==> config.mk <==
export PLATFORM = sky130hd
export DESIGN_NAME = pcileech_cfg_rsp_pack
export DESIGN_NICKNAME = d
export VERILOG_FILES = /design/src/rtl/pcileech_cfg_rsp_pack_pkg.sv /design/src/rtl/pcileech_cfg_rsp_pack.sv
export SDC_FILE = /design/constraint.sdc
export NUM_CORES = 1
export LEC_CHECK = 0
export CAP_MARGIN = 20
export CORE_MARGIN = 2
export CORE_UTILIZATION = 62
export DETAILED_ROUTE_END_ITERATION = 7
export DONT_BUFFER_PORTS = 1
export PLACE_DENSITY = 0.78
export SYNTH_ARGS = -nofsm -noshare
export SYNTH_HDL_FRONTEND = slang
export SYNTH_SLANG_ARGS = --single-unit
==> constraint.sdc <==
create_clock -name clk -period 6.2 [get_ports clk]
set_input_delay 0.62 -clock clk [delete_from_list [all_inputs] [get_ports clk]]
set_output_delay 0.62 -clock clk [all_outputs]
set_load 0.01 [all_outputs]
==> src/rtl/pcileech_cfg_rsp_pack_pkg.sv <==
// Shared definitions for the config-response packer: magic value,
// response type codes, FSM state encoding and small helpers.
package pcileech_cfg_rsp_pack_pkg;

    localparam logic [11:0] MAGIC = 12'h177;

    // Type code carried in lo[15:12] of a well-formed response.
    typedef enum logic [3:0] {
        STATUS    = 4'd0,
        CFG_READ  = 4'd1,
        CFG_WRITE = 4'd2,
        PHY_READ  = 4'd3
    } rsp_type_e;

    typedef enum logic [2:0] {
        IDLE    = 3'd0,
        RD_HI   = 3'd1,
        WAIT_HI = 3'd2,
        RD_LO   = 3'd3,
        WAIT_LO = 3'd4,
        CHECK   = 3'd5,
        OUT     = 3'd6
    } state_e;

    // A pair is accepted when the second DW carries the magic tag and a known type.
    function automatic logic lo_is_valid(input logic [31:0] lo);
        return (lo[11:0] == MAGIC) && (lo[15:12] <= PHY_READ);
    endfunction

    function automatic logic [15:0] sat_inc16(input logic [15:0] v);
        return (v == 16'hFFFF) ? v : v + 16'd1;
    endfunction

endpackage

==> src/rtl/pcileech_cfg_rsp_pack.sv <==
// Packs pairs of DWs from the config-response FIFO into 64-bit responses.
// The second DW of a pair must carry the magic tag; if it does not, the
// stream is resynchronised by treating that DW as the start of a new pair.
//
// state   | meaning
// --------+-----------------------------------------------------------
// IDLE    | waiting for FIFO data and a free output register
// RD_HI   | read strobe for the first DW
// WAIT_HI | first DW arrives; capture into hi
// RD_LO   | read strobe for the second DW (timeout running)
// WAIT_LO | waiting for the second DW, re-polling the FIFO (timeout running)
// CHECK   | validate lo; emit or resync
// OUT     | response presented, count it
module pcileech_cfg_rsp_pack
    import pcileech_cfg_rsp_pack_pkg::*;
#(
    parameter int unsigned TIMEOUT = 255
) (
    input  logic        clk,
    input  logic        rst,
    input  logic [31:0] rx_data,
    input  logic        rx_valid,
    input  logic        rx_empty,
    output logic        rx_rd_en,
    output logic [63:0] m_data,
    output logic        m_valid,
    input  logic        m_ready,
    output logic [15:0] cnt_pkt,
    output logic [15:0] cnt_drop
);

    localparam int TW = (TIMEOUT < 1) ? 1 : $clog2(TIMEOUT + 1);
    localparam logic [TW-1:0] TMO_LIMIT = TW'(TIMEOUT);

    state_e        state_q, state_d;
    logic [31:0]   hi_q, hi_d;
    logic [31:0]   lo_q, lo_d;
    logic [63:0]   m_data_q, m_data_d;
    logic          m_valid_q, m_valid_d;
    logic [15:0]   cnt_pkt_q, cnt_pkt_d;
    logic [15:0]   cnt_drop_q, cnt_drop_d;
    logic [TW-1:0] tmo_q, tmo_d;
    logic          out_free;

    // State and datapath registers, all cleared asynchronously.
    always_ff @(posedge clk or posedge rst) begin
        if (rst) begin
            state_q    <= IDLE;
            hi_q       <= '0;
            lo_q       <= '0;
            m_data_q   <= '0;
            m_valid_q  <= 1'b0;
            cnt_pkt_q  <= '0;
            cnt_drop_q <= '0;
            tmo_q      <= '0;
        end else begin
            state_q    <= state_d;
            hi_q       <= hi_d;
            lo_q       <= lo_d;
            m_data_q   <= m_data_d;
            m_valid_q  <= m_valid_d;
            cnt_pkt_q  <= cnt_pkt_d;
            cnt_drop_q <= cnt_drop_d;
            tmo_q      <= tmo_d;
        end
    end

    // Next-state, read strobe, pairing, timeout and output-register control.
    always_comb begin
        state_d    = state_q;
        hi_d       = hi_q;
        lo_d       = lo_q;
        m_data_d   = m_data_q;
        m_valid_d  = m_valid_q;
        cnt_pkt_d  = cnt_pkt_q;
        cnt_drop_d = cnt_drop_q;
        tmo_d      = '0;
        rx_rd_en   = 1'b0;
        out_free   = ~m_valid_q | m_ready;

        if (m_valid_q && m_ready) begin
            m_valid_d = 1'b0;
        end

        case (state_q)
            IDLE: begin
                // Only start a pair when its result has somewhere to go,
                // so a stalled consumer never causes a read.
                if (!rx_empty && out_free) begin
                    state_d = RD_HI;
                end
            end
            RD_HI: begin
                rx_rd_en = ~rx_empty;
                state_d  = WAIT_HI;
            end
            WAIT_HI: begin
                if (rx_valid) begin
                    hi_d    = rx_data;
                    state_d = rx_empty ? WAIT_LO : RD_LO;
                end else begin
                    state_d = IDLE;
                end
            end
            RD_LO: begin
                rx_rd_en = ~rx_empty;
                tmo_d    = (tmo_q == TMO_LIMIT) ? tmo_q : tmo_q + TW'(1);
                state_d  = WAIT_LO;
            end
            WAIT_LO: begin
                if (rx_valid) begin
                    lo_d    = rx_data;
                    state_d = CHECK;
                end else if (tmo_q == TMO_LIMIT) begin
                    hi_d       = '0;
                    cnt_drop_d = sat_inc16(cnt_drop_q);
                    state_d    = IDLE;
                end else begin
                    tmo_d = tmo_q + TW'(1);
                    if (!rx_empty) begin
                        state_d = RD_LO;
                    end
                end
            end
            CHECK: begin
                if (lo_is_valid(lo_q)) begin
                    // Output register loads on entry to OUT so m_valid
                    // rises two cycles after the closing DW arrives.
                    m_data_d  = {hi_q, lo_q};
                    m_valid_d = 1'b1;
                    state_d   = OUT;
                end else begin
                    hi_d       = lo_q;
                    cnt_drop_d = sat_inc16(cnt_drop_q);
                    state_d    = rx_empty ? WAIT_LO : RD_LO;
                end
            end
            OUT: begin
                cnt_pkt_d = sat_inc16(cnt_pkt_q);
                state_d   = IDLE;
            end
            default: begin
                state_d = IDLE;
            end
        endcase
    end

    assign m_data   = m_data_q;
    assign m_valid  = m_valid_q;
    assign cnt_pkt  = cnt_pkt_q;
    assign cnt_drop = cnt_drop_q;

endmodule

==> impl_results.md <==
- Status: finished, final reports clean
- Final setup violation count: 0
- Starting Density: 64.2%
- Die ar.: 12900 sq um
- Vias per inst: 6.01
- H-tree levels: 4
- WL per Instance: 18.7 um
- CP Capture Type: register
- Final Max Tran Viols: 0
- PortBufs: 0
- Yosys warnings: 0
- Int Pwr: 0.00234 W
- Storage element area: 4300 sq um
- Hold Crit Class: in -> async
- Multi-input gate area: 2940 sq um
- Leakage Power: 3.88 nW
- # IOs: 135
- Synth area leader: dfrtp_1
- CP max-delay cell: nor2b_2
- Filler cell count in the final layout: 833
- Clock power share: 31.3%
- Tcrit/Tclk final: 49.9%
- Initial antenna violation count: 1
- Simple-Gate Fraction of Synth Area: 13.7%
- Cells along the critical path: nor2b_2 -> nand2_1 -> o22ai_2 -> a21oi_4 -> buf_16 -> mux2_1
- Pwr dens: 403 nW/um^2
- Worst-margin pin slew: 973 ps
- Syn Area/Cell: 12.3 sq um
- Largest net degree at the start of global routing: 117
- Peak per-stage delay on the critical path: 780 ps
- Register area share after synthesis: 58.0%
- Post-Syn Area: 7420 sq um
- Critical path startpoint category: register
- Post-CTS Setup Bufs: 0
- Die X: 113 um
- Crit path kind: reg -> reg
- Vias in the first global route: 4522
- Reg power frac: 48.3%
- P_sw: 0.000925 W
- Share of cells above drive strength 1: 25.2%
- Final Critical Period: 3090 ps
- Clk_lat worst skew: 420 ps
- Synth Area in XOR/XNOR: 3.66%
- RR Startpoint: state_q[2]
- Cts repair resizes: 0
- Max-cap viol count: 0
- Worst path required time: 6500 ps
- Complex-gate fraction of the synthesized area: 3.59%
- Max-slew headroom: 35.0%
- Final ANT Viol Nets: 0
- Row count: 39
- Residual DRC: 0
- Multiplexer share of the synthesized area: 17.9%
- CTS tree: built
- Highest clock rate: 323 MHz
- Die Span Y: 113 um
- HPWL after DPL: 9.38 mm
- RSZ-0062 raised after global routing: no
- GRT Util Overall: 23.1%
- Crit path arrival time: 3390 ps
- Initial DRC count: 254
- Drt pass-1 iters: 4
- Non-filler cells, final: 755
- Top-area cell type share of the netlist area: 58.0%
- First-pass GRT wire length: 23.3 mm
- CTS Root Cell: clkbuf_16
- Synthesized instance count: 604
- GR Overflow Total: 0
- Synth top area cells: dfrtp_1 (58%), mux2_2 (16%), nand2_1 (4.4%), xnor2_1 (2.5%), nand3_1 (2.2%)
- Bufs on Longest Clock Path: 2
- Setup TNS: 0 ps
- Net Sw Frac: 28.4%
- Placed insts: 720
- Count of hold-fix buffers inserted at cts: 0
- Total Wirelength: 14.1 mm
- Placer Congestion: 0.813
- Syn nets: 644
- Via count: 4540
- Skew final: 5.13 ps
- R2R cell count: 6
- Clock slew seen by the registers of the worst setup and hold paths: 60 ps
- Largest fanout on the critical path: 20
- Largest family of logic cells by synthesized area: multiplexers
- Peak supply drop: 337 uV
- Clock buffer count from CTS: 17
- R2R Path End: hi_q[31]
- Setup slack, reg-to-reg: 3110 ps
- Logic gate share of total power: 20.5%
- CTS sink count: 172
- Final Hold Fails: 0
- Seq cells post-synth: 172
- Core Box Area: 11600 sq um
- Library cells used by synthesis: 46
- # nets final: 638
- Syn-to-layout area delta: 9.14%
- Post-synthesis adder-cell area fraction: 0.506%
-- power groups by stage --
stage                     combinational [W]  clock [W]  sequential (W)
final                              0.000668    0.00102         0.00157
after global routing               0.000746    0.00109         0.00161
after CTS                          0.000660    0.00104         0.00157
after detailed placement           0.000654          0         0.00159
after global placement             0.000623          0         0.00157
after floorplan                    0.000576          0         0.00152
-- worst max-delay path by stage --
| stage | from | end | slack [ps] | cells past startpoint |
|---|---|---|---|---|
| finish | state_q[2] | hi_q[31] | 3110 | 6 |
| global route | state_q[2] | hi_q[31] | 2850 | 6 |
| CTS | state_q[2] | hi_q[31] | 3120 | 5 |
| detailed placement | state_q[2] | hi_q[31] | 3170 | 5 |
| global placement | state_q[2] | hi_q[31] | 3240 | 5 |
| floorplan | rst | cnt_drop[0] | 920 | 1 |
-- critical path: cells and delay by family, from the launching register on --
family / cells / cell delay, ps
multiplexers: 1 / 310
AO/OA/AOI/OAI: 2 / 930
flip-flops: 1 / 520
buffers and inverters: 1 / 240
AND/OR/NAND/NOR: 2 / 980
-- synth_stat cells, drive strengths merged --
cell type and number:
a22oi 1, nor2b 11, o22ai 3, nor3 4
nor3b 2, nand4bb 1, and3 14, nor2 15
a31o 1, clkbuf 16, mux2 118, nand3b 3
nand4 12, xnor2 21, xor2 10, a21oi 6
or4 1, and4 4, o31a 1, nand3 32
a221oi 1, a21o 2, a311oi 1, or2 8
and2 4, nand4b 1, o21bai 1, nand2b 3
nand2 87, a32o 1, ha 3, a211oi 1
a41oi 1, nor4 2, buf 14, inv 5
dfrtp 172, a31oi 3, o21ai 18
-- routing by layer --
metal	vias up	part of all wire, %	track usage, %
met3	17	7.0	8.50
met2	137	49	36.8
met1	2280	43	29.2
li1	2106	-	-
met5	-	0	0
met4	0	1.6	9.02
-- flip-flops by register name (all words and copies together), names as in the netlist --
register  count
m_data       64
hi_q         32
lo_q         32
cnt_drop     16
cnt_pkt      16
tmo_q         8
state_q       3
m_valid       1
-- per-stage QoR --
| stage | worst slack (ps) | instance area, sq um | hold WS [ps] | util [%] | total power, W |
|---|---|---|---|---|---|
| after global placement | 3240 | 7470 | 472 | 64.6 | 0.00220 |
| after detailed placement | 3170 | 7470 | 485 | 64.6 | 0.00225 |
| after floorplan | 920 | 7420 | 459 | - | 0.00209 |
| final | 3110 | 8100 | 41.1 | 70.0 | 0.00326 |
| after global routing | 2850 | 8100 | 49.8 | 70.0 | 0.00345 |
| after CTS | 3120 | 8040 | 327 | 69.5 | 0.00327 |
-- final cells by class --
cell class	instances	area share, %
Clock buffer	25	6.00
Clock inverter	7	1.08
Antenna cell	1	0.0309
Multi-Input combinational cell	397	36.3
Inverter	5	0.294
Sequential cell	172	53.2
Timing Repair Buffer	5	0.958
Tap cell	143	2.21
-- kinds of logic after synthesis --
kind of cell / Yosys count
and+or+nand+nor: 204
DFF: 172
muxes: 118
AOI/OAI and AO/OA: 41
buffers and inverters: 35
xor gates and xnor gates: 31
adders and majority gates: 3
-- placed cells by master (no fill, tap or decap), types with 2 or more instances in the layout --
master / count
nand2_1: 87
buf_16: 2
xor2_1: 10
nand2b_1: 2
nor3_1: 4
mux2_1: 14
clkbuf_16: 17
o22ai_1: 2
bufinv_16: 2
or2_2: 8
nand4_1: 12
nor3b_1: 2
xnor2_1: 21
nor2_1: 14
ha_1: 3
a31oi_1: 3
mux2_2: 104
nand3b_1: 3
dfrtp_1: 172
buf_4: 3
clkbuf_8: 3
and2_1: 4
a21o_1: 2
nand3_1: 32
and3_1: 13
clkinv_2: 4
nor2b_1: 10
o21ai_0: 18
clkbuf_1: 5
and4_1: 4
a21oi_1: 5
inv_1: 4
Note: power is estimated with default switching activity, not from simulation.
==> RTL edit 1: new RTL, same flow settings <==
`TIMEOUT`: 255 -> 510.
--- a/src/rtl/pcileech_cfg_rsp_pack.sv
+++ b/src/rtl/pcileech_cfg_rsp_pack.sv
@@ -14,7 +14,7 @@
 module pcileech_cfg_rsp_pack
     import pcileech_cfg_rsp_pack_pkg::*;
 #(
-    parameter int unsigned TIMEOUT = 255
+    parameter int unsigned TIMEOUT = 510
 ) (
     input  logic        clk,
     input  logic        rst,
Check against the original RTL: no difference found for any inputs over 4 cycles, from zero or initial values and one cycle with rst high; that may be too few to reach the edited logic, so the function may still have changed.
==> RTL edit 1 against the unedited design <==
Power increased by 9.7%. Count of clock-buffer cells in the layout fell by 3. Global-route usage down 0.27 points. Largest power group unchanged. Setup slack better by 0.048 ns. Sequential cell count up 1. Critical path type unchanged. Area after synthesis increased by 3.9%. Largest cell class unchanged. Highest routed layer unchanged. Combinational power increased by 37%. Hold slack improved by 0.035 ns. Design area increased by 3.4%. Routed wire length grew 4.5%. Critical endpoint is now hi_q[3].
==> RTL edit 1: results (changes against the unedited design) <==
status complete, no violations; Post-Place Cells 751 (+4.3%); clk_skew 0.00993 ns (+0.00480 ns); critical path arrival 3.35 ns (-0.04 ns); syn_area_per_cell 12.6 sq um (+2.7%); PostCTS Resize Cnt 0 (unchanged); gr usage total 0.229 (-0.00270); fin crit share 0.491 (-0.00778); worst-path maximum fanout 21 (+5.0%); slew of the pin with the lowest slew margin 1.02 ns (+0.0522 ns); gpl congestion 0.853 (+5.0%); fin cells 783 (+3.7%); dpl ws 3.18 ns (+0.0112 ns); largest net degree at the start of global routing 129 (+10%); syn nets 652 (+1.2%); vias in the first global route 4688 (+3.7%); post-synth top area share 0.562 (-0.0184); root buf cell clkbuf_16; final net count 644 (+0.94%); sequential area share after synthesis 0.562 (-0.0184); vias per cell 5.87 (-2.4%); Ant. Diodes 0 (-1); Cell Area, Placed 7770 sq um (+4.1%); CP endpoint kind register; synth cell count leaders 173 x dfrtp_1, 83 x nand2_1, 63 x mux2_2; r2r endpoint hi_q[3]; first-pass GRT wire length 23400 microns (+0.53%); # fillers 827 (-0.72%); DP HPWL 9850 microns (+4.9%); antenna violations before repair 0 (-1); Worst path max stage delay 0.86 ns (+0.08 ns); post-layout util 0.694 (-0.00591); synth top area cells dfrtp_1 56%, mux2_4 9.9%, mux2_2 9.2%; Leakage 4.03 nW (+3.7%); final WL 14800 microns (+4.5%)
==> RTL edit 1: worst min-delay path by stage <==
stage	to	slack (ns)	depth (start not counted)
final	m_data[44]	0.08	1
after global routing	m_data[44]	0.10	1
after CTS	lo_q[27]	0.32	1
after detailed placement	hi_q[4]	0.48	1
after global placement	hi_q[3]	0.48	1
after floorplan	hi_q[3]	0.46	1
==> RTL edit 1: routing by layer <==
layer	wire length, microns	vias to the layer above	global-route usage
met5	0	-	0
li1	-	2105	-
met2	7050	135	0.358
met4	291	0	0.0924
met3	1010	26	0.0779
met1	6440	2328	0.295
==> RTL edit 1: power breakdown <==
part           leakage [nW]  switching [W]  internal [W]  total (W)
clock                 0.281       0.000422      0.000614    0.00104
sequential             2.28       0.000245       0.00138    0.00163
combinational          1.47       0.000416      0.000497   0.000913
==> RTL edit 1: logic make-up (layout without fill, tap and decap cells) <==
kind of cell,Yosys count,after routing,share of synthesized area
and+or+nand+nor,206,206,0.139
muxes,116,116,0.194
DFF,173,173,0.562
buffers and inverters,38,42,0.0279
xor gates and xnor gates,37,37,0.0420
AOI/OAI and AO/OA,37,37,0.0287
adders and majority gates,4,4,0.00649
==> RTL edit 1: cell type report <==
cell class	instances	area share
clock buffer	22	0.0554
clock inverter	9	0.0130
inverter	7	0.00374
multi-input combinational	400	0.380
sequential	173	0.517
tap	168	0.0251
timing repair buffer	4	0.00598
==> RTL edit 1: critical path, delay by kind of cell, from the launching register on <==
| family | cells | cell delay, ns |
|---|---|---|
| simple gates | 2 | 1.00 |
| compound gates | 2 | 0.62 |
| flops | 1 | 0.51 |
| buf+inv | 1 | 0.42 |
| mux | 1 | 0.37 |
==> RTL edit 2: new RTL, same flow settings <==
Without the edit above. `hi_q`, `lo_q` and `m_data_q` no longer have a reset.
--- a/src/rtl/pcileech_cfg_rsp_pack.sv
+++ b/src/rtl/pcileech_cfg_rsp_pack.sv
@@ -46,23 +46,23 @@
     always_ff @(posedge clk or posedge rst) begin
         if (rst) begin
             state_q    <= IDLE;
-            hi_q       <= '0;
-            lo_q       <= '0;
-            m_data_q   <= '0;
             m_valid_q  <= 1'b0;
             cnt_pkt_q  <= '0;
             cnt_drop_q <= '0;
             tmo_q      <= '0;
         end else begin
             state_q    <= state_d;
-            hi_q       <= hi_d;
-            lo_q       <= lo_d;
-            m_data_q   <= m_data_d;
             m_valid_q  <= m_valid_d;
             cnt_pkt_q  <= cnt_pkt_d;
             cnt_drop_q <= cnt_drop_d;
             tmo_q      <= tmo_d;
         end
+    end
+
+    always_ff @(posedge clk) begin
+        hi_q     <= hi_d;
+        lo_q     <= lo_d;
+        m_data_q <= m_data_d;
     end
 
     // Next-state, read strobe, pairing, timeout and output-register control.
Function: same outputs for any inputs over 4 cycles, from zero or initial values and one cycle with rst high; that may be too few to reach the edited logic, so the function may still have changed.
==> RTL edit 2 against the unedited design <==
Sequential cell count is the same. Area after synthesis is 9.5% lower. Routed wire length is 8.7% lower. Fmax grew 16%. Via count is 17% lower. Power decreased by 13%. Synthesized cell count decreased by 23%. Clock skew up 0.0062 ns. Design area shrank 8.7%. Hold slack improved by 0.075 ns. Largest power group unchanged. Setup slack gained 0.42 ns.
==> RTL edit 2: results (changes against the unedited design) <==
Max stage delay cell, worst path buf_4; slew of the pin with the lowest slew margin 1.08 ns (+0.108 ns); root buf cell clkbuf_8; DP HPWL 8640 microns (-8.0%); vias per cell 6.08 (+1.0%); Post-synth EDFFs 128 (+128); critical path arrival 2.83 ns (-0.56 ns); fin cells 619 (-18%); Signal buffers 3 (-2); drt first pass iters 6 (+2); sequential fraction of total cell area 0.669 (+0.137); main flop type after synthesis edfxtp_1; Post-Place Cells 588 (-18%); area of the multi-input gates 1680 sq um (-43%); Worst path max stage delay 0.61 ns (-0.17 ns); Cell Area, Placed 6840 sq um (-8.4%); clk_skew 0.0114 ns (+0.00622 ns); Starting DRT DRC Count 423 (+67%); layout cell share with drive strength beyond 1 0.128 (-0.124); sequential area share after synthesis 0.736 (+0.156); Leakage 2.78 nW (-28%); antenna violations before repair 0 (-1); clk cell area share 0.0748 (+0.00405); synth cell count leaders 128 x edfxtp_1, 80 x nand2_1, 44 x dfrtp_1; Reg2Reg Setup Slack 3.53 ns (+0.42 ns); drt wl/cell 20.9 microns (+11%); distinct cell type count after synthesis 50 (+8.7%); final net count 511 (-20%); comb_multi_in 271 (-32%); Non-clock buffers, area share 0.00305 (-0.00653); largest net degree at the start of global routing 53 (-55%); syn_area_per_cell 14.4 sq um (+17%); synth top area cells edfxtp_1 57%, dfrtp_1 16%, nand2_1 4.5%; # fillers 685 (-18%); status complete, no violations; gpl congestion 0.798 (-1.9%); worst vdd ir 0.000216 V (-36%); fin crit share 0.431 (-0.0678); nonclk inv count 6 (+1); P_sw 0.000796 W (-14%); gr usage total 0.235 (+0.00321); final hold slack 0.116 ns (+0.0748 ns); Final Cell Area 7390 sq um (-8.7%); vias in the first global route 3640 (-20%); FFs w/ async S/R, synth 0.256 (-0.744)
==> RTL edit 2: changes by cell type after synthesis, sizes merged, moves of 8 or more <==
cell and change:
dfrtp -128, mux2 -116, xnor2 -11, clkbuf -8, edfxtp +128, nor2b -8
and3 -8, xor2 +15
==> RTL edit 2: power by group through the flow <==
stage	clock network [W]	registers, W	logic (W)
detailed placement	0	0.00151	0.000364
CTS	0.00100	0.00149	0.000370
finish	0.000985	0.00149	0.000369
global placement	0	0.00150	0.000341
floorplan	0	0.00148	0.000294
global route	0.00104	0.00150	0.000411
==> RTL edit 2: path summary, 6_finish.rpt <==
path                               to  cells past startpoint         from
max                         m_data[5]                      4   state_q[2]
min                        cnt_pkt[3]                      2          rst
max reg2reg                 m_data[5]                      4   state_q[2]
min reg2reg                m_data[33]                      0      hi_q[1]
max in group asynchronous  state_q[0]                      2          rst
min in group clk             lo_q[13]                      0  rx_data[13]
==> RTL edit 2: metal layers <==
| layer | GRT usage | vias up | routed length [microns] |
|---|---|---|---|
| met3 | 0.0784 | 23 | 1200 |
| met1 | 0.295 | 1835 | 4880 |
| met5 | 0 | - | 0 |
| li1 | - | 1712 | - |
| met2 | 0.379 | 191 | 6550 |
| met4 | 0.0952 | 0 | 285 |
==> RTL edit 2: cells by family after synthesis <==
family / after synthesis / synth area share
flip-flops: 172 / 0.736
adder cells (fa/ha/maj): 3 / 0.00559
AND/OR/NAND/NOR: 193 / 0.155
XOR/XNOR: 35 / 0.0456
AO/OA/AOI/OAI: 37 / 0.0375
buffers and inverters: 23 / 0.0155
multiplexers: 3 / 0.00484
